$ cat src/rtl/alu_op_sequencer.sv
// alu_op_sequencer
//
// Registered front end for a small multi-function ALU. A request (opcode plus
// two operands) is taken through a valid/ready handshake, the operands are
// registered and the opcode is decoded into a one-hot enable vector for the
// function units. The units AND their results with their own enable, so their
// outputs merge on a wired-OR bus. The enable is held for SETTLE cycles, then
// the bus is captured and returned, with a zero flag, through a second
// valid/ready handshake. A sticky fault flags a non-zero bus while no unit is
// enabled.
//
// Ports:
//   clk        rising-edge clock
//   rst        synchronous active-high reset
//   req_valid  request present
//   req_ready  sequencer can accept a request (low while rst is high)
//   req_op     function select
//   req_a      operand A
//   req_b      operand B
//   a, b       registered operands to the function units
//   en         one-hot unit enable, all zero when not driving
//   unit_ans   OR of all unit outputs
//   rsp_valid  result available
//   rsp_ready  consumer accepts the result
//   rsp_ans    captured result
//   rsp_zero   captured result is zero
//   fault      sticky bus fault, cleared only by rst

module alu_op_sequencer #(
  parameter int WIDTH  = 4,
  parameter int NFUNC  = 16,
  parameter int SETTLE = 1
) (
  input  logic                     clk,
  input  logic                     rst,
  input  logic                     req_valid,
  output logic                     req_ready,
  input  logic [$clog2(NFUNC)-1:0] req_op,
  input  logic [WIDTH-1:0]         req_a,
  input  logic [WIDTH-1:0]         req_b,
  output logic [WIDTH-1:0]         a,
  output logic [WIDTH-1:0]         b,
  output logic [NFUNC-1:0]         en,
  input  logic [WIDTH-1:0]         unit_ans,
  output logic                     rsp_valid,
  input  logic                     rsp_ready,
  output logic [WIDTH-1:0]         rsp_ans,
  output logic                     rsp_zero,
  output logic                     fault
);

  typedef enum logic [1:0] {
    IDLE,
    DRIVE,
    RESP
  } seqState_t;

  // SETTLE is limited to 1..4, so two bits always hold SETTLE-1.
  localparam logic [1:0] CNT_LOAD = 2'(SETTLE - 1);

  seqState_t          r_state;
  seqState_t          w_stateNext;
  logic [1:0]         r_cnt;
  logic [1:0]         w_cntNext;
  logic [WIDTH-1:0]   r_a;
  logic [WIDTH-1:0]   w_aNext;
  logic [WIDTH-1:0]   r_b;
  logic [WIDTH-1:0]   w_bNext;
  logic [NFUNC-1:0]   r_en;
  logic [NFUNC-1:0]   w_enNext;
  logic [NFUNC-1:0]   w_decode;
  logic [WIDTH-1:0]   r_ans;
  logic [WIDTH-1:0]   w_ansNext;
  logic               r_zero;
  logic               w_zeroNext;
  logic               r_valid;
  logic               w_validNext;
  logic               r_fault;
  logic               w_faultNext;
  logic               w_idleReady;

  // Opcode decode. An opcode at or beyond NFUNC matches no unit and leaves
  // the enable vector all zero, so the bus is expected to read back zero.
  always_comb begin
    w_decode = '0;
    for (int i = 0; i < NFUNC; i++) begin
      w_decode[i] = (int'(req_op) == i);
    end
  end

  // Next-state and next-register logic. Everything holds by default; each
  // state only touches what it changes. The settle counter is loaded on
  // acceptance and the bus is captured on the edge where it already reads
  // zero, which keeps the enable asserted for exactly SETTLE cycles.
  always_comb begin
    w_stateNext = r_state;
    w_cntNext   = r_cnt;
    w_aNext     = r_a;
    w_bNext     = r_b;
    w_enNext    = r_en;
    w_ansNext   = r_ans;
    w_zeroNext  = r_zero;
    w_validNext = r_valid;
    w_idleReady = 1'b0;
    case (r_state)
      IDLE: begin
        w_idleReady = 1'b1;
        w_enNext    = '0;
        if (req_valid) begin
          w_aNext     = req_a;
          w_bNext     = req_b;
          w_enNext    = w_decode;
          w_cntNext   = CNT_LOAD;
          w_stateNext = DRIVE;
        end
      end
      DRIVE: begin
        if (r_cnt == 2'd0) begin
          w_ansNext   = unit_ans;
          w_zeroNext  = (unit_ans == '0);
          w_enNext    = '0;
          w_validNext = 1'b1;
          w_stateNext = RESP;
        end else begin
          w_cntNext = r_cnt - 2'd1;
        end
      end
      RESP: begin
        if (rsp_ready) begin
          w_validNext = 1'b0;
          w_stateNext = IDLE;
        end
      end
      default: begin
        w_stateNext = IDLE;
      end
    endcase
  end

  // Bus fault: any non-zero value on the result bus while no unit is enabled
  // latches the fault until reset. It never influences sequencing.
  always_comb begin
    w_faultNext = r_fault | ((r_en == '0) && (unit_ans != '0));
  end

  // State and datapath registers. Reset discards any in-flight operation,
  // including a pending response, without a handshake.
  always_ff @(posedge clk) begin
    if (rst) begin
      r_state <= IDLE;
      r_cnt   <= 2'd0;
      r_a     <= '0;
      r_b     <= '0;
      r_en    <= '0;
      r_ans   <= '0;
      r_zero  <= 1'b0;
      r_valid <= 1'b0;
      r_fault <= 1'b0;
    end else begin
      r_state <= w_stateNext;
      r_cnt   <= w_cntNext;
      r_a     <= w_aNext;
      r_b     <= w_bNext;
      r_en    <= w_enNext;
      r_ans   <= w_ansNext;
      r_zero  <= w_zeroNext;
      r_valid <= w_validNext;
      r_fault <= w_faultNext;
    end
  end

  // Ready is held low during reset so nothing is accepted on a reset edge.
  assign req_ready = w_idleReady & ~rst;
  assign a         = r_a;
  assign b         = r_b;
  assign en        = r_en;
  assign rsp_valid = r_valid;
  assign rsp_ans   = r_ans;
  assign rsp_zero  = r_zero;
  assign fault     = r_fault;

endmodule

$ cat config.mk
export PLATFORM = sky130hd
export DESIGN_NAME = alu_op_sequencer
export DESIGN_NICKNAME = d
export VERILOG_FILES = /design/src/rtl/alu_op_sequencer.sv
export SDC_FILE = /design/constraint.sdc
export NUM_CORES = 1
export LEC_CHECK = 0
export ABC_AREA = 1
export BUFFER_PORTS_ARGS = -buffer_cell sky130_fd_sc_hd__buf_2
export CORE_ASPECT_RATIO = 0.8
export CORE_MARGIN = 1.5
export CORE_UTILIZATION = 33
export CTS_BUF_LIST = sky130_fd_sc_hd__clkbuf_4
export DETAILED_ROUTE_END_ITERATION = 6
export PLACE_DENSITY = 0.63
export SETUP_SLACK_MARGIN = 0.4
export SLEW_MARGIN = 10
export SYNTH_ARGS = -nofsm -noshare
export SYNTH_HDL_FRONTEND = slang
export SYNTH_SLANG_ARGS = --single-unit
$ cat constraint.sdc
create_clock -name clk -period 1.2 [get_ports clk]
set_input_delay 0.12 -clock clk [delete_from_list [all_inputs] [get_ports clk]]
set_output_delay 0.12 -clock clk [all_outputs]
set_load 0.005 [all_outputs]
=== Word-level counts from Yosys, hierarchy flattened ===
Cells that the tools add are included.

* Add/sub/neg operators: 1
* Eq/ne operators: 21
* Muxes and demuxes: 14
* Bitwise gates (word level): 3
* Reduce and logical (&&, ||, !) cells: 15

{| class="wikitable"
|+ Operator list
! operator !! count
|-
| $eq 4x4->1 const B || 8
|-
| $mux 16 || 2
|-
| $pmux 16 s2 || 1
|-
| $eq 4x3->1 const B || 4
|-
| $logic_not 16->1 || 1
|-
| $mux 2 || 5
|-
| $reduce_and 3->1 || 3
|-
| $eq 4x2->1 const B || 2
|-
| $logic_not 4->1 || 2
|-
| $ne 2x2->1 const B || 4
|-
| $pmux 2 s3 || 1
|-
| $reduce_and 2->1 || 3
|-
| $eq 4x1->1 const B || 1
|-
| $logic_not 2->1 || 2
|-
| $pmux 2 s2 || 1
|-
| $reduce_bool 2->1 || 2
|-
| $reduce_bool 4->1 || 1
|-
| $mux 1 || 3
|-
| $eq 2x1->1 const B || 1
|-
| $eq 2x2->1 const B || 1
|-
| $pmux 1 s2 || 1
|-
| $sub 2x1->2 const B || 1
|-
| $and 1x1->1 || 1
|-
| $logic_and 1x1->1 || 1
|-
| other kinds (2) || 2
|}

* Register bits: 35
* Output and inout port bits: 32
* Logic and storage cells: 63

=== Depth between registers and ports, before layout ===
Gate-level depths: netlist of the first run.

* Depth after elaboration: 3
* Mapped depth: 8
* Depth with buffers taken out: 7

=== Worst setup path before layout of the first run ===
Ideal clock, no wire load.

* Path type: register to register
* From: reg r_cnt[0]
* To: reg r_en[5], in the netlist en[5]
* Setup time: 0.068 ns
* Data arrival time: 1.080 ns
* Setup slack: 0.052 ns
* Stages on the path, launching flop included: 9
* Path buffers: 1
* Period minus slack after synthesis: 1.148 ns
* Path through: dfxtp_1 -> inv_1 -> ha_1 -> inv_1 -> nand2_4 -> nand2_4 -> buf_6 -> nand2_1 -> a21oi_2

* Longest elaborated chain between the ends: 3

{| class="wikitable"
|+ RTL lines
! item !! RTL line !! RTL
|-
| start: declaration || 63 || <nowiki>logic [1:0] r_cnt;</nowiki>
|-
| start signal: assignment || 161 || <nowiki>r_cnt <= w_cntNext;</nowiki>
|-
| $logic_not 2->1 || 118 || <nowiki>if (r_cnt == 2'd0) begin</nowiki>
|-
| $ne 2x2->1 (no source line) || -- ||
|-
| $reduce_and 2->1 (no source line) || -- ||
|-
| end signal: assignment || 164 || <nowiki>r_en <= w_enNext;</nowiki>
|-
| end: declaration || 69 || <nowiki>logic [NFUNC-1:0] r_en;</nowiki>
|}

Every way passes these cells.
A chain may end at the register's enable or synchronous reset.

=== Worst setup path in the final report of the first run ===
* From: reg r_state[0]
* To: out req_ready

* Longest elaborated chain between the ends: 3

{| class="wikitable"
|+ RTL lines
! item !! RTL line !! RTL
|-
| start: declaration || 61 || <nowiki>seqState_t r_state;</nowiki>
|-
| start signal: assignment || 160 || <nowiki>r_state <= w_stateNext;</nowiki>
|-
| $logic_not 2->1 || 105 || <nowiki>case (r_state)</nowiki>
|-
| $mux 1 || 105 ||
|-
| $and 1x1->1 || 173 || <nowiki>assign req_ready = w_idleReady & ~rst;</nowiki>
|-
| end: declaration || 37 || <nowiki>output logic req_ready,</nowiki>
|}

Every way passes these cells.

==> tab_implementation.tex, run 1 <==
\begin{tabular}{lr}
\hline
Metric & Value \\
\hline
\multicolumn{2}{l}{\textbf{Clocking}} \\
\quad Register clock-pin slew on the reported worst setup and hold paths & 110 ps \\
\quad Total of hold buffers inserted after clock tree synthesis & 0 \\
\quad Clock tree from TritonCTS & built \\
\quad Total clock buffers created by CTS & 5 \\
\quad Number of sinks handled by clock tree synthesis & 35 \\
\quad Clk Tree Root Cell & clkbuf\_4 \\
\quad Maximum buffer depth of the clock tree & 2 \\
\quad Clock Latency Late Sink & $\sim$350 ps \\
\quad H-Tree Level Count & 2 \\
\multicolumn{2}{l}{\textbf{Timing}} \\
\quad Share of the clock period used by the worst path after layout & 0.971 \\
\quad Worst slew pin tran & roughly 280 ps \\
\quad Worst relative slew slack & 0.810 \\
\quad Setup repair after global routing missed its margin & true \\
\quad Max-slew violation total from the final report & 0 \\
\quad Final worst clock skew & just over 8 ps \\
\quad Min cycle time layout & 1170 ps \\
\quad Max Clock Freq & between 0.8 and 0.9 GHz \\
\quad Hold violation count in the final report & 0 \\
\quad Number of endpoints failing setup at the final stage & 0 \\
\quad Slack of the critical path & around 34 ps \\
\quad Hold\_ws & roughly 1.6 ps \\
\multicolumn{2}{l}{\textbf{Worst setup path}} \\
\quad Kind of end point of the critical path & output pin \\
\quad Endpoint of the lowest-slack register-to-register path & en[12]\$\_SDFFE\_PP0P\_ \\
\quad Worst Setup EP & req\_ready \\
\quad Type of the worst setup path & register to output pin \\
\quad Worst Path Required & 1080 ps \\
\quad Arrival time worst endpoint & 1050 ps \\
\quad Startpoint Class & register \\
\quad Number of cells traversed by the worst register-to-register path & 6 \\
\quad Peak fanout along the critical path & 3 \\
\quad Worst R2R Setup Slack & about 40 ps \\
\quad R2r startpoint & r\_state[0]\$\_SDFFE\_PP0P\_ \\
\quad Startpoint of the worst setup timing path & r\_state[0]\$\_SDFFE\_PP0P\_ \\
\multicolumn{2}{l}{\textbf{Drt}} \\
\quad Via count of the routed design & roughly 1600 \\
\quad Number of iterations in the first detailed-routing pass & 5 \\
\quad Post-Route WL & between 4 and 5 mm \\
\quad Wire per inst & between 10 and 15 um \\
\quad Vias per cell & approximately 4.6 \\
\quad Post-route DRC violation count & 0 \\
\quad Drt initial violations & 83 \\
\quad Post-detailed-route count of antenna-violating nets & 0 \\
\multicolumn{2}{l}{\textbf{Cells and area}} \\
\quad Number of nets in the final layout & about 300 \\
\quad Commonest non-fill, non-tap cell in the layout & buf\_2 \\
\quad Register cell area after layout & $\sim$750 um2 \\
\quad Fill cell instance count of the final layout & roughly 410 \\
\quad Most frequent cells in the layout & buf\_2 (44), nand2\_1 (39), nor2\_1 (38) \\
\quad P\&R area growth vs syn & 54.9\% \\
\quad Footprint of the multi-input gates & 858 um2 \\
\quad Antenna cell count & 0 \\
\quad Proportion of layout cells with a drive suffix above 1 & 0.597 \\
\multicolumn{2}{l}{\textbf{Synthesis}} \\
\quad Post-Syn Instances & just over 200 \\
\quad Post-synthesis cell area & $\sim$1500 um2 \\
\quad Distinct cells, synth & 21 \\
\quad Synthesized Nets & 225 \\
\quad Synth Register Bits & 35 \\
\quad Synthesis warning total & 0 \\
\quad Portion of the post-synthesis area used by sequential elements & 0.473 \\
\quad Per-instance average area after synthesis & between 7 and 8 um2 \\
\multicolumn{2}{l}{\textbf{Global routing}} \\
\quad Initial antenna violation count & 0 \\
\quad Wire length of the first global-routing pass & between 6 and 7 mm \\
\quad Total grt overflow & 0 \\
\quad Largest net degree at the start of global routing & 21 \\
\quad Vias in the first global route & approximately 1400 \\
\quad Overall fraction of global-route tracks in use & 0.167 \\
\multicolumn{2}{l}{\textbf{Floorplanning}} \\
\quad Core Footprint & 4260 um2 \\
\quad Initial Utilization & 0.348 \\
\quad Y dimension of the die & around 63 um \\
\quad Die area & 4900 um2 \\
\quad I/O Pins & 52 \\
\quad Row count & 21 \\
\quad Floorplan die width & approximately 78 um \\
\multicolumn{2}{l}{\textbf{Power and ir drop}} \\
\quad Clock power share & 0.281 \\
\quad Net switching power & 0.712 mW \\
\quad VDD IR-drop max & between 0.0004 and 0.0005 V \\
\quad Switching power as a share of total power & 0.299 \\
\quad Flop pwr share & 0.526 \\
\quad Internal power summed over all cells & approximately 1.7 mW \\
\quad Pwr Total & roughly 2.4 mW \\
\quad Static Leak & 1.03 nW \\
\quad Power density cells & $\sim$1000 nW/um2 \\
\quad Logic pwr share & 0.192 \\
\multicolumn{2}{l}{\textbf{Placed design}} \\
\quad DP HPWL & roughly 2.5 mm \\
\quad Routability congestion estimate from global placement & 0.772 \\
\quad DP Worst Slack & 36.2 ps \\
\quad \# port buffers & $\sim$50 \\
\multicolumn{2}{l}{\textbf{Run}} \\
\quad Max-cap violation count & 0 \\
\multicolumn{2}{l}{\textbf{Outcome}} \\
\quad Result of the run & finished, final reports clean \\
\multicolumn{2}{l}{\textbf{Min path}} \\
\quad Kind of path behind the tightest hold check & primary input to register \\
\hline
\end{tabular}
==> layout make-up <==
type	count	area share
clock inverters	2	0.00491
well taps	57	0.0311
inverters	15	0.0338
multi-input cells	149	0.374
repair buffers	71	0.208
clock buffers	6	0.0197
flip-flops and latches	35	0.328
==> kinds of logic after synthesis <==
group | count (synthesis) | synth area share
fa+ha+maj | 1 | 0.00845
compound gates | 36 | 0.136
simple gates | 110 | 0.308
flops | 35 | 0.473
buf+inv | 22 | 0.0744
==> through the flow <==
| stage | util | cells | cell area [um2] | setup TNS (ps) |
|---|---|---|---|---|
| floorplan | - | 204 | 1520 | 0 |
| global placement | 0.424 | 307 | 1800 | 0 |
| detailed placement | 0.424 | 307 | 1800 | 0 |
| CTS | 0.496 | 326 | 2110 | 0 |
| global route | 0.539 | 335 | 2290 | -79.6 |
| finish | 0.539 | 335 | 2290 | 0 |
==> how the worst min path moves through the flow <==
stage                      from  depth (start not counted)  slack [ps]                      end
CTS                 unit_ans[0]                          3         0.7  rsp_ans[0]$_SDFFE_PP0P_
detailed placement     req_a[3]                          3         380        a[3]$_SDFFE_PP0P_
finish                 req_a[3]                          3           2        a[3]$_SDFFE_PP0P_
global route           req_a[0]                          3           4        a[0]$_SDFFE_PP0P_
floorplan           unit_ans[0]                          2         260  rsp_ans[0]$_SDFFE_PP0P_
global placement       req_a[2]                          3         370        a[2]$_SDFFE_PP0P_
==> synth_stat cells (all sizes together) <==
library cell | number | area share
nand2 | 56 | 0.16
nor2 | 46 | 0.12
dfxtp | 35 | 0.47
a21oi | 26 | 0.096
inv | 15 | 0.038
o21ai | 8 | 0.027
nand3 | 7 | 0.024
buf | 6 | 0.034
o31ai | 2 | 0.014
clkbuf | 1 | 0.0025
ha | 1 | 0.0085
nor3 | 1 | 0.0034
==> sequential cells by signal (all words and copies together) (netlist names) <==
name and cells:
a 4, r_state 2, rsp_ans 4, rsp_zero 1, rsp_valid 1, fault 1, r_cnt 2, b 4
en 16
==> what timing repair did <==
item | CTS | global route
gates resized for setup | 64 | 33
setup buffers | 8 | 9
cloned | 3 | 0
pin swaps | 5 | 7
setup endpoints to repair | 67 | 67
==> power groups by stage <==
stage	clock network, mW	logic (mW)	registers, mW
6_report	0.670	0.458	1.25
5_1_grt	0.744	0.496	1.26
4_1_cts	0.684	0.413	1.25
3_5_place_dp	0	0.313	1.27
3_3_place_gp	0	0.312	1.27
2_1_floorplan	0	0.204	1.27
==> critical path: stages, from the launching register on <==
cell,delay (ps)
dfxtp_4,380
nor2_4,110
inv_1,40
nor2_1,70
buf_2,110
==> routing by layer <==
metal / global-route usage / vias to the layer above / wire length [um]
met4: 0.0614 / 0 / 61
met2: 0.258 / 55 / 1850
met3: 0.0423 / 8 / 217
met5: 0 / - / 0
li1: - / 791 / -
met1: 0.222 / 700 / 1970
(Power assumes the default switching activity.)
==> inputs of run 2 (changes only) <==
Settings changed: CORE_UTILIZATION 33 to 35, PLACE_DENSITY 0.63 to 0.66.
==> run 2 against run 1 <==
  * Routed wire length shrank 9.1%
  * Sequential cell count unchanged
  * Cell area decreased by 1.2%
  * Clock power increased by 25%
  * Clock-buffer cell count shrank 1
  * Total power is 7.4% higher
  * Global-route usage is 1.1 points higher
  * Core utilization grew 3.8 points
  * Final cell count shrank 1.8%
  * Critical endpoint unchanged
==> tab_implementation.tex, run 2 (synthesis gave the netlist of run 1 again) <==
\begin{tabular}{lr}
\hline
Metric & Value \\
\hline
\multicolumn{2}{l}{\textbf{Outcome}} \\
\quad Result of the run & finished, final reports clean \\
\multicolumn{2}{l}{\textbf{Worst setup path}} \\
\quad R2r startpoint & r\_state[0]\$\_SDFFE\_PP0P\_ \\
\quad Largest stage delay on the critical path & 360 ps (-20 ps) \\
\quad Startpoint Class & register \\
\quad Largest delay contributor family on the critical path & flip-flops \\
\quad Arrival time worst endpoint & 1030 ps (-20 ps) \\
\quad Endpoint of the lowest-slack register-to-register path & en[2]\$\_SDFFE\_PP0P\_ \\
\quad Worst path slowest cell & dfxtp\_2 \\
\quad Peak fanout along the critical path & 3 (unchanged) \\
\quad List of cells traversed by the critical path & nor2\_4, inv\_1, nor2\_1, buf\_2 \\
\quad Type of the worst setup path & register to output pin \\
\quad Worst Path Required & 1080 ps (about the same) \\
\quad Kind of end point of the critical path & output pin \\
\quad Number of cells traversed by the worst register-to-register path & 6 (unchanged) \\
\quad Worst R2R Setup Slack & 60 ps (+20 ps) \\
\quad Buffer and inverter count on the worst path & 2 (unchanged) \\
\multicolumn{2}{l}{\textbf{Drt}} \\
\quad Wire per inst & 11.3 um (-7.4\%) \\
\quad Via count of the routed design & 1514 (-2.6\%) \\
\quad Post-Route WL & 3.73 mm (-9.1\%) \\
\quad Post-detailed-route count of antenna-violating nets & 0 (unchanged) \\
\quad Vias per cell & 4.60 (-0.80\%) \\
\quad Post-route DRC violation count & 0 (unchanged) \\
\quad Drt initial violations & 71 (-14\%) \\
\quad Number of iterations in the first detailed-routing pass & 6 (+1) \\
\multicolumn{2}{l}{\textbf{Cells and area}} \\
\quad Footprint of the multi-input gates & 810 um2 (-5.7\%) \\
\quad Fill cell instance count of the final layout & 374 (-7.7\%) \\
\quad Commonest non-fill, non-tap cell in the layout & nand2\_1 \\
\quad Area of all placed cells without fillers & 2260 um2 (-1.2\%) \\
\quad Proportion of layout cells with a drive suffix above 1 & 0.522 (-0.0752) \\
\quad Antenna cell count & 0 (unchanged) \\
\quad Number of nets in the final layout & 294 (-1.3\%) \\
\quad Finished Core Util & 0.576 (+0.0379) \\
\quad Number of flip-flops in the largest register & 16 (unchanged) \\
\quad Register cell area after layout & 747 um2 (-0.67\%) \\
\quad Most frequent cells in the layout & nand2\_1 (47), nor2\_1 (38), buf\_2 (37) \\
\quad P\&R area growth vs syn & 53.0\% \\
\multicolumn{2}{l}{\textbf{Run}} \\
\quad Max-cap violation count & 0 (unchanged) \\
\multicolumn{2}{l}{\textbf{Global routing}} \\
\quad Overall fraction of global-route tracks in use & 0.178 (+0.0110) \\
\quad Initial antenna violation count & 0 (unchanged) \\
\quad Wire length of the first global-routing pass & 6.09 mm (-4.1\%) \\
\quad Total grt overflow & 0 (unchanged) \\
\quad Vias in the first global route & 1424 (+3.3\%) \\
\quad Largest net degree at the start of global routing & 20 (-4.8\%) \\
\multicolumn{2}{l}{\textbf{Placed design}} \\
\quad \# port buffers & 51 (unchanged) \\
\quad Cell area after placement & 1850 um2 (+2.5\%) \\
\quad DP HPWL & 2.52 mm (+2.0\%) \\
\quad Routability congestion estimate from global placement & 0.784 (+1.6\%) \\
\multicolumn{2}{l}{\textbf{Clocking}} \\
\quad H-Tree Level Count & 2 (unchanged) \\
\quad Total clock buffers created by CTS & 5 (unchanged) \\
\quad Clk Tree Root Cell & clkbuf\_4 \\
\quad Maximum buffer depth of the clock tree & 2 (unchanged) \\
\quad Register clock-pin slew on the reported worst setup and hold paths & 110 ps (about the same) \\
\quad Total of hold buffers inserted after clock tree synthesis & 0 (unchanged) \\
\quad Number of sinks handled by clock tree synthesis & 35 (unchanged) \\
\quad Clock Latency Late Sink & 340 ps (about the same) \\
\quad Clock tree from TritonCTS & built \\
\multicolumn{2}{l}{\textbf{Timing}} \\
\quad Hold\_ws & 8.87 ps (+7.30 ps) \\
\quad Number of endpoints failing setup at the final stage & 0 (unchanged) \\
\quad Worst slew pin tran & 391 ps (+106 ps) \\
\quad Final worst clock skew & 5.43 ps (-2.66 ps) \\
\quad Setup repair after global routing missed its margin & true \\
\quad Max Clock Freq & 0.868 GHz (+1.2\%) \\
\quad Max-slew violation total from the final report & 0 (unchanged) \\
\quad Worst relative slew slack & 0.739 (-0.0706) \\
\quad Hold violation count in the final report & 0 (unchanged) \\
\quad Min cycle time layout & 1150 ps (-13.6 ps) \\
\quad Share of the clock period used by the worst path after layout & 0.960 (-0.0114) \\
\multicolumn{2}{l}{\textbf{Floorplanning}} \\
\quad I/O Pins & 52 (unchanged) \\
\quad Core Footprint & 3930 um2 (-7.7\%) \\
\quad Initial Utilization & 0.377 (+0.0290) \\
\quad Floorplan die width & 75.7 um (-2.8\%) \\
\quad Die area & 4630 um2 (-5.5\%) \\
\quad Row count & 20 (-4.8\%) \\
\quad Y dimension of the die & 61.2 um (-2.8\%) \\
\multicolumn{2}{l}{\textbf{Min path}} \\
\quad Sink of the worst hold path & a[1]\$\_SDFFE\_PP0P\_ \\
\quad Hold Crit Start & req\_a[1] \\
\quad Kind of path behind the tightest hold check & primary input to register \\
\quad Worst hold path depth & 3 (unchanged) \\
\multicolumn{2}{l}{\textbf{Power and ir drop}} \\
\quad VDD IR-drop max & 0.000572 V (+20\%) \\
\quad Power density cells & 1130 nW/um2 (+8.7\%) \\
\quad Static Leak & 1.01 nW (-1.8\%) \\
\hline
\end{tabular}
[run 2: cell count changes in the layout (fill, tap and decap cells not counted), sizes merged]
cell      before  now
clkinvlp       1    0
bufinv         0    1
buf           71   67
inv           14   15
clkbuf         6    5
[run 2: worst max path at each step]
stage | startpoint | end | slack, ps | depth (start not counted)
2_1_floorplan | r_cnt[1]$_SDFFE_PP0P_ | en[4]$_SDFFE_PP0P_ | 140 | 8
3_3_place_gp | r_cnt[0]$_SDFFE_PP0P_ | en[3]$_SDFFE_PP0P_ | 110 | 7
3_5_place_dp | r_cnt[0]$_SDFFE_PP0P_ | en[4]$_SDFFE_PP0P_ | 80 | 7
4_1_cts | r_state[1]$_SDFFE_PP0P_ | req_ready | 30 | 4
5_1_grt | r_state[0]$_SDFFE_PP0P_ | en[1]$_SDFFE_PP0P_ | -30 | 6
6_report | r_state[0]$_SDFFE_PP0P_ | req_ready | 50 | 4
[run 2: worst register-to-register path: cells and delay by family (launching register included)]
family,cells,cell delay (ps)
simple gates,4,520
flops,1,390
compound gates,1,120
buf+inv,1,60
[run 2: repair_timing]
| item | 4_1_cts | 5_1_grt |
|---|---|---|
| pin swaps | 9 | 2 |
| gates resized for setup | 57 | 23 |
| setup buffers | 10 | 1 |
| gates cloned | 2 | 0 |
| endpoints found under the setup margin | 67 | 67 |
[run 2: cell type report]
class                           count  share of cell area
Timing Repair Buffer               67               0.220
Inverter                           15              0.0282
Multi-Input combinational cell    149               0.357
Tap cell                           55              0.0304
Clock inverter                      3              0.0171
Sequential cell                    35               0.330
Clock buffer                        5              0.0166
[run 2: metal layers]
layer | vias to the layer above | global-route usage | routed length [um]
met1 | 685 | 0.215 | 1750
met2 | 36 | 0.306 | 1730
met5 | - | 0 | 0
met4 | 0 | 0.0612 | 36
li1 | 788 | - | -
met3 | 5 | 0.0507 | 204
[run 2: per-stage QoR]
step / instances / total power [mW] / setup slack [ps] / TNS [ps]
4_1_cts: 328 / 2.53 / 34.6 / 0
2_1_floorplan: 204 / 1.48 / 143 / 0
3_5_place_dp: 308 / 1.61 / 83.5 / 0
3_3_place_gp: 308 / 1.61 / 106 / 0
5_1_grt: 329 / 2.68 / -28.7 / -107
6_report: 329 / 2.56 / 47.9 / 0
[run 2: where the power goes]
| group | switching, mW | total, mW | internal [mW] |
|---|---|---|---|
| Combinational | 0.244 | 0.462 | 0.218 |
| Clock | 0.411 | 0.839 | 0.428 |
| Sequential | 0.0355 | 1.26 | 1.22 |
| Total | 0.690 | 2.56 | 1.87 |
==> inputs of run 3 (changes only) <==
==> constraint.sdc (replaced) <==
create_clock -name clk -period 1.2 [get_ports clk]
set_input_delay 0 -clock clk [delete_from_list [all_inputs] [get_ports clk]]
set_output_delay 0 -clock clk [all_outputs]
set_load 0.005 [all_outputs]
==> run 3 against run 2 <==
  * Clock-buffer cell count unchanged
  * Sequential share of layout area is 4.3 points lower
  * Sequential power is essentially flat
  * Largest cell class unchanged
  * Total power up 4.2%
  * Largest power group unchanged
  * Clock power decreased by 1%
  * Cell area is 16% higher
  * Routed wire length grew 20%
  * Die area is the same
==> tab_implementation.tex, run 3 (synthesis gave the netlist of run 1 again) <==
\begin{tabular}{lr}
\hline
Metric & Value \\
\hline
\multicolumn{2}{l}{\textbf{Floorplanning}} \\
\quad Y dimension of the die & 61.2 um (unchanged) \\
\quad Core Footprint & 3930 um2 (unchanged) \\
\quad Floorplan die width & 75.7 um (unchanged) \\
\quad Die area & 4630 um2 (unchanged) \\
\quad Initial Utilization & 0.377 (unchanged) \\
\quad Row count & 20 (unchanged) \\
\quad I/O Pins & 52 (unchanged) \\
\multicolumn{2}{l}{\textbf{Worst setup path}} \\
\quad R2r startpoint & r\_state[1]\$\_SDFFE\_PP0P\_ \\
\quad Worst Path Required & 1470 ps (+390 ps) \\
\quad Peak fanout along the critical path & 8 (+5) \\
\quad Kind of end point of the critical path & register \\
\quad Worst R2R Setup Slack & 40 ps (-20 ps) \\
\quad Number of cells traversed by the worst register-to-register path & 6 (unchanged) \\
\quad Type of the worst setup path & register to register \\
\quad Endpoint of the lowest-slack register-to-register path & en[0]\$\_SDFFE\_PP0P\_ \\
\quad Arrival time worst endpoint & 1430 ps (+400 ps) \\
\quad Startpoint Class & register \\
\multicolumn{2}{l}{\textbf{Clocking}} \\
\quad Clock tree from TritonCTS & built \\
\quad Number of sinks handled by clock tree synthesis & 35 (unchanged) \\
\quad Clock Latency Late Sink & 340 ps (about the same) \\
\quad Register clock-pin slew on the reported worst setup and hold paths & 110 ps (about the same) \\
\quad Total clock buffers created by CTS & 5 (unchanged) \\
\quad Maximum buffer depth of the clock tree & 2 (unchanged) \\
\quad Clk Tree Root Cell & clkbuf\_4 \\
\quad H-Tree Level Count & 2 (unchanged) \\
\multicolumn{2}{l}{\textbf{Timing}} \\
\quad Worst relative slew slack & 0.655 (-0.0842) \\
\quad Hold\_ws & 24.8 ps (+15.9 ps) \\
\quad Max Clock Freq & 0.863 GHz (-0.54\%) \\
\quad TNS Setup & 0 ps (unchanged) \\
\quad Hold violation count in the final report & 0 (unchanged) \\
\quad Max-slew violation total from the final report & 0 (unchanged) \\
\quad Setup repair after global routing missed its margin & true \\
\quad Worst slew pin tran & 517 ps (+126 ps) \\
\quad Final worst clock skew & 6.24 ps (+0.808 ps) \\
\quad Min cycle time layout & 1160 ps (+6.31 ps) \\
\quad Share of the clock period used by the worst path after layout & 0.965 (+0.00526) \\
\quad Number of endpoints failing setup at the final stage & 0 (unchanged) \\
\multicolumn{2}{l}{\textbf{Global routing}} \\
\quad Vias in the first global route & 1483 (+4.1\%) \\
\quad Wire length of the first global-routing pass & 6.69 mm (+9.9\%) \\
\quad Total grt overflow & 0 (unchanged) \\
\quad Overall fraction of global-route tracks in use & 0.195 (+0.0173) \\
\quad Initial antenna violation count & 0 (unchanged) \\
\quad Largest net degree at the start of global routing & 13 (-35\%) \\
\multicolumn{2}{l}{\textbf{Cells and area}} \\
\quad Finished Core Util & 0.666 (+0.0895) \\
\quad Fill cell instance count of the final layout & 340 (-9.1\%) \\
\quad P\&R area growth vs syn & 76.8\% \\
\quad Number of nets in the final layout & 315 (+7.1\%) \\
\quad Number of flip-flops in the largest register & 16 (unchanged) \\
\quad Proportion of layout cells with a drive suffix above 1 & 0.624 (+0.102) \\
\quad Commonest non-fill, non-tap cell in the layout & nand2\_1 \\
\quad Antenna cell count & 0 (unchanged) \\
\quad Most frequent cells in the layout & nand2\_1 (39), buf\_2 (37), nor2\_1 (33), dfxtp\_2 (33), a21oi\_2 (21) \\
\multicolumn{2}{l}{\textbf{Power and ir drop}} \\
\quad VDD IR-drop max & 0.000624 V (+9.1\%) \\
\quad Static Leak & 1.16 nW (+15\%) \\
\quad Power density cells & 1020 nW/um2 (-9.8\%) \\
\multicolumn{2}{l}{\textbf{Drt}} \\
\quad Via count of the routed design & 1633 (+7.9\%) \\
\quad Number of iterations in the first detailed-routing pass & 4 (-2) \\
\quad Highest Signal Layer & met4 \\
\quad Routed length on met2 & 2.12 mm (+22\%) \\
\quad Post-Route WL & 4.47 mm (+20\%) \\
\quad Post-route DRC violation count & 0 (unchanged) \\
\quad WL met1 & 2.10 mm (+20\%) \\
\quad Vias per cell & 4.67 (+1.4\%) \\
\quad Wire per inst & 12.8 um (+13\%) \\
\quad Drt initial violations & 59 (-17\%) \\
\quad Post-detailed-route count of antenna-violating nets & 0 (unchanged) \\
\quad Detail Route met3 WL & 196 um (-3.9\%) \\
\multicolumn{2}{l}{\textbf{Min path}} \\
\quad Sink of the worst hold path & r\_state[0]\$\_SDFFE\_PP0P\_ \\
\quad Hold Crit Start & req\_valid \\
\quad Worst hold path depth & 3 (unchanged) \\
\quad Kind of path behind the tightest hold check & primary input to register \\
\multicolumn{2}{l}{\textbf{Placed design}} \\
\quad Routability congestion estimate from global placement & 0.808 (+3.1\%) \\
\quad \# port buffers & 51 (unchanged) \\
\quad DP HPWL & 2.51 mm (-0.53\%) \\
\multicolumn{2}{l}{\textbf{Run}} \\
\quad Max-cap violation count & 0 (unchanged) \\
\multicolumn{2}{l}{\textbf{Outcome}} \\
\quad Result of the run & finished, final reports clean \\
\hline
\end{tabular}
==> run 3: cell count changes in the layout (fill, tap and decap cells not counted), sizes merged <==
cell,change
clkinvlp,+1
inv,-1
dlygate4sd3,+19
nand2,-1
buf,+3
==> run 3: worst max path at each step <==
stage / to / from / depth (start not counted) / slack [ps]
6_report: en[0]$_SDFFE_PP0P_ / r_state[1]$_SDFFE_PP0P_ / 6 / 40
3_3_place_gp: en[14]$_SDFFE_PP0P_ / r_state[1]$_SDFFE_PP0P_ / 6 / 70
3_5_place_dp: en[0]$_SDFFE_PP0P_ / r_state[1]$_SDFFE_PP0P_ / 6 / 30
2_1_floorplan: en[4]$_SDFFE_PP0P_ / r_cnt[1]$_SDFFE_PP0P_ / 8 / 140
4_1_cts: req_ready / r_state[0]$_SDFFE_PP0P_ / 4 / 80
5_1_grt: en[7]$_SDFFE_PP0P_ / r_state[1]$_SDFFE_PP0P_ / 6 / -30
==> run 3: where the power goes <==
group	switching (mW)	internal, mW
combinational	0.299	0.283
clock	0.400	0.428
sequential	0.0358	1.22
total	0.735	1.93
==> run 3: timing repair <==
item,CTS,global route
setup buffers,8,5
endpoints found under the setup margin,66,67
resized for setup,41,79
hold buffers,19,0
pin swaps,5,17
gates cloned,1,0
hold endpoints to repair,17,0
==> run 3: critical path, stage by stage (launching register included) <==
cell     delay, ps
dfxtp_4        370
buf_6          130
nor2_4         130
nand2_4        140
nand2_8        120
nand2_4         50
a21oi_2        140
==> run 3: cell type report <==
type | instances | area (um2) | area share
Tap cell | 55 | 68.8 | 0.0263
Sequential cell | 35 | 749 | 0.286
Multi-Input combinational cell | 148 | 932 | 0.356
Clock buffer | 5 | 37.5 | 0.0143
Timing Repair Buffer | 89 | 724 | 0.277
Clock inverter | 3 | 38.8 | 0.0148
Inverter | 15 | 65.1 | 0.0249
==> run 3: through the flow <==
step	setup slack [ps]	power, mW	instances	area (um2)
floorplan	143	1.48	204	1520
global placement	67.1	1.61	309	1860
detailed placement	33.3	1.61	309	1860
CTS	77.4	2.55	345	2300
global route	-25.0	2.80	350	2620
finish	41.6	2.67	350	2620
==> run 3: routing by layer <==
| layer | vias to the layer above | GRT usage |
|---|---|---|
| met1 | 762 | 0.261 |
| met3 | 7 | 0.0458 |
| met5 | - | 0 |
| met4 | 0 | 0.0612 |
| li1 | 821 | - |
| met2 | 43 | 0.315 |
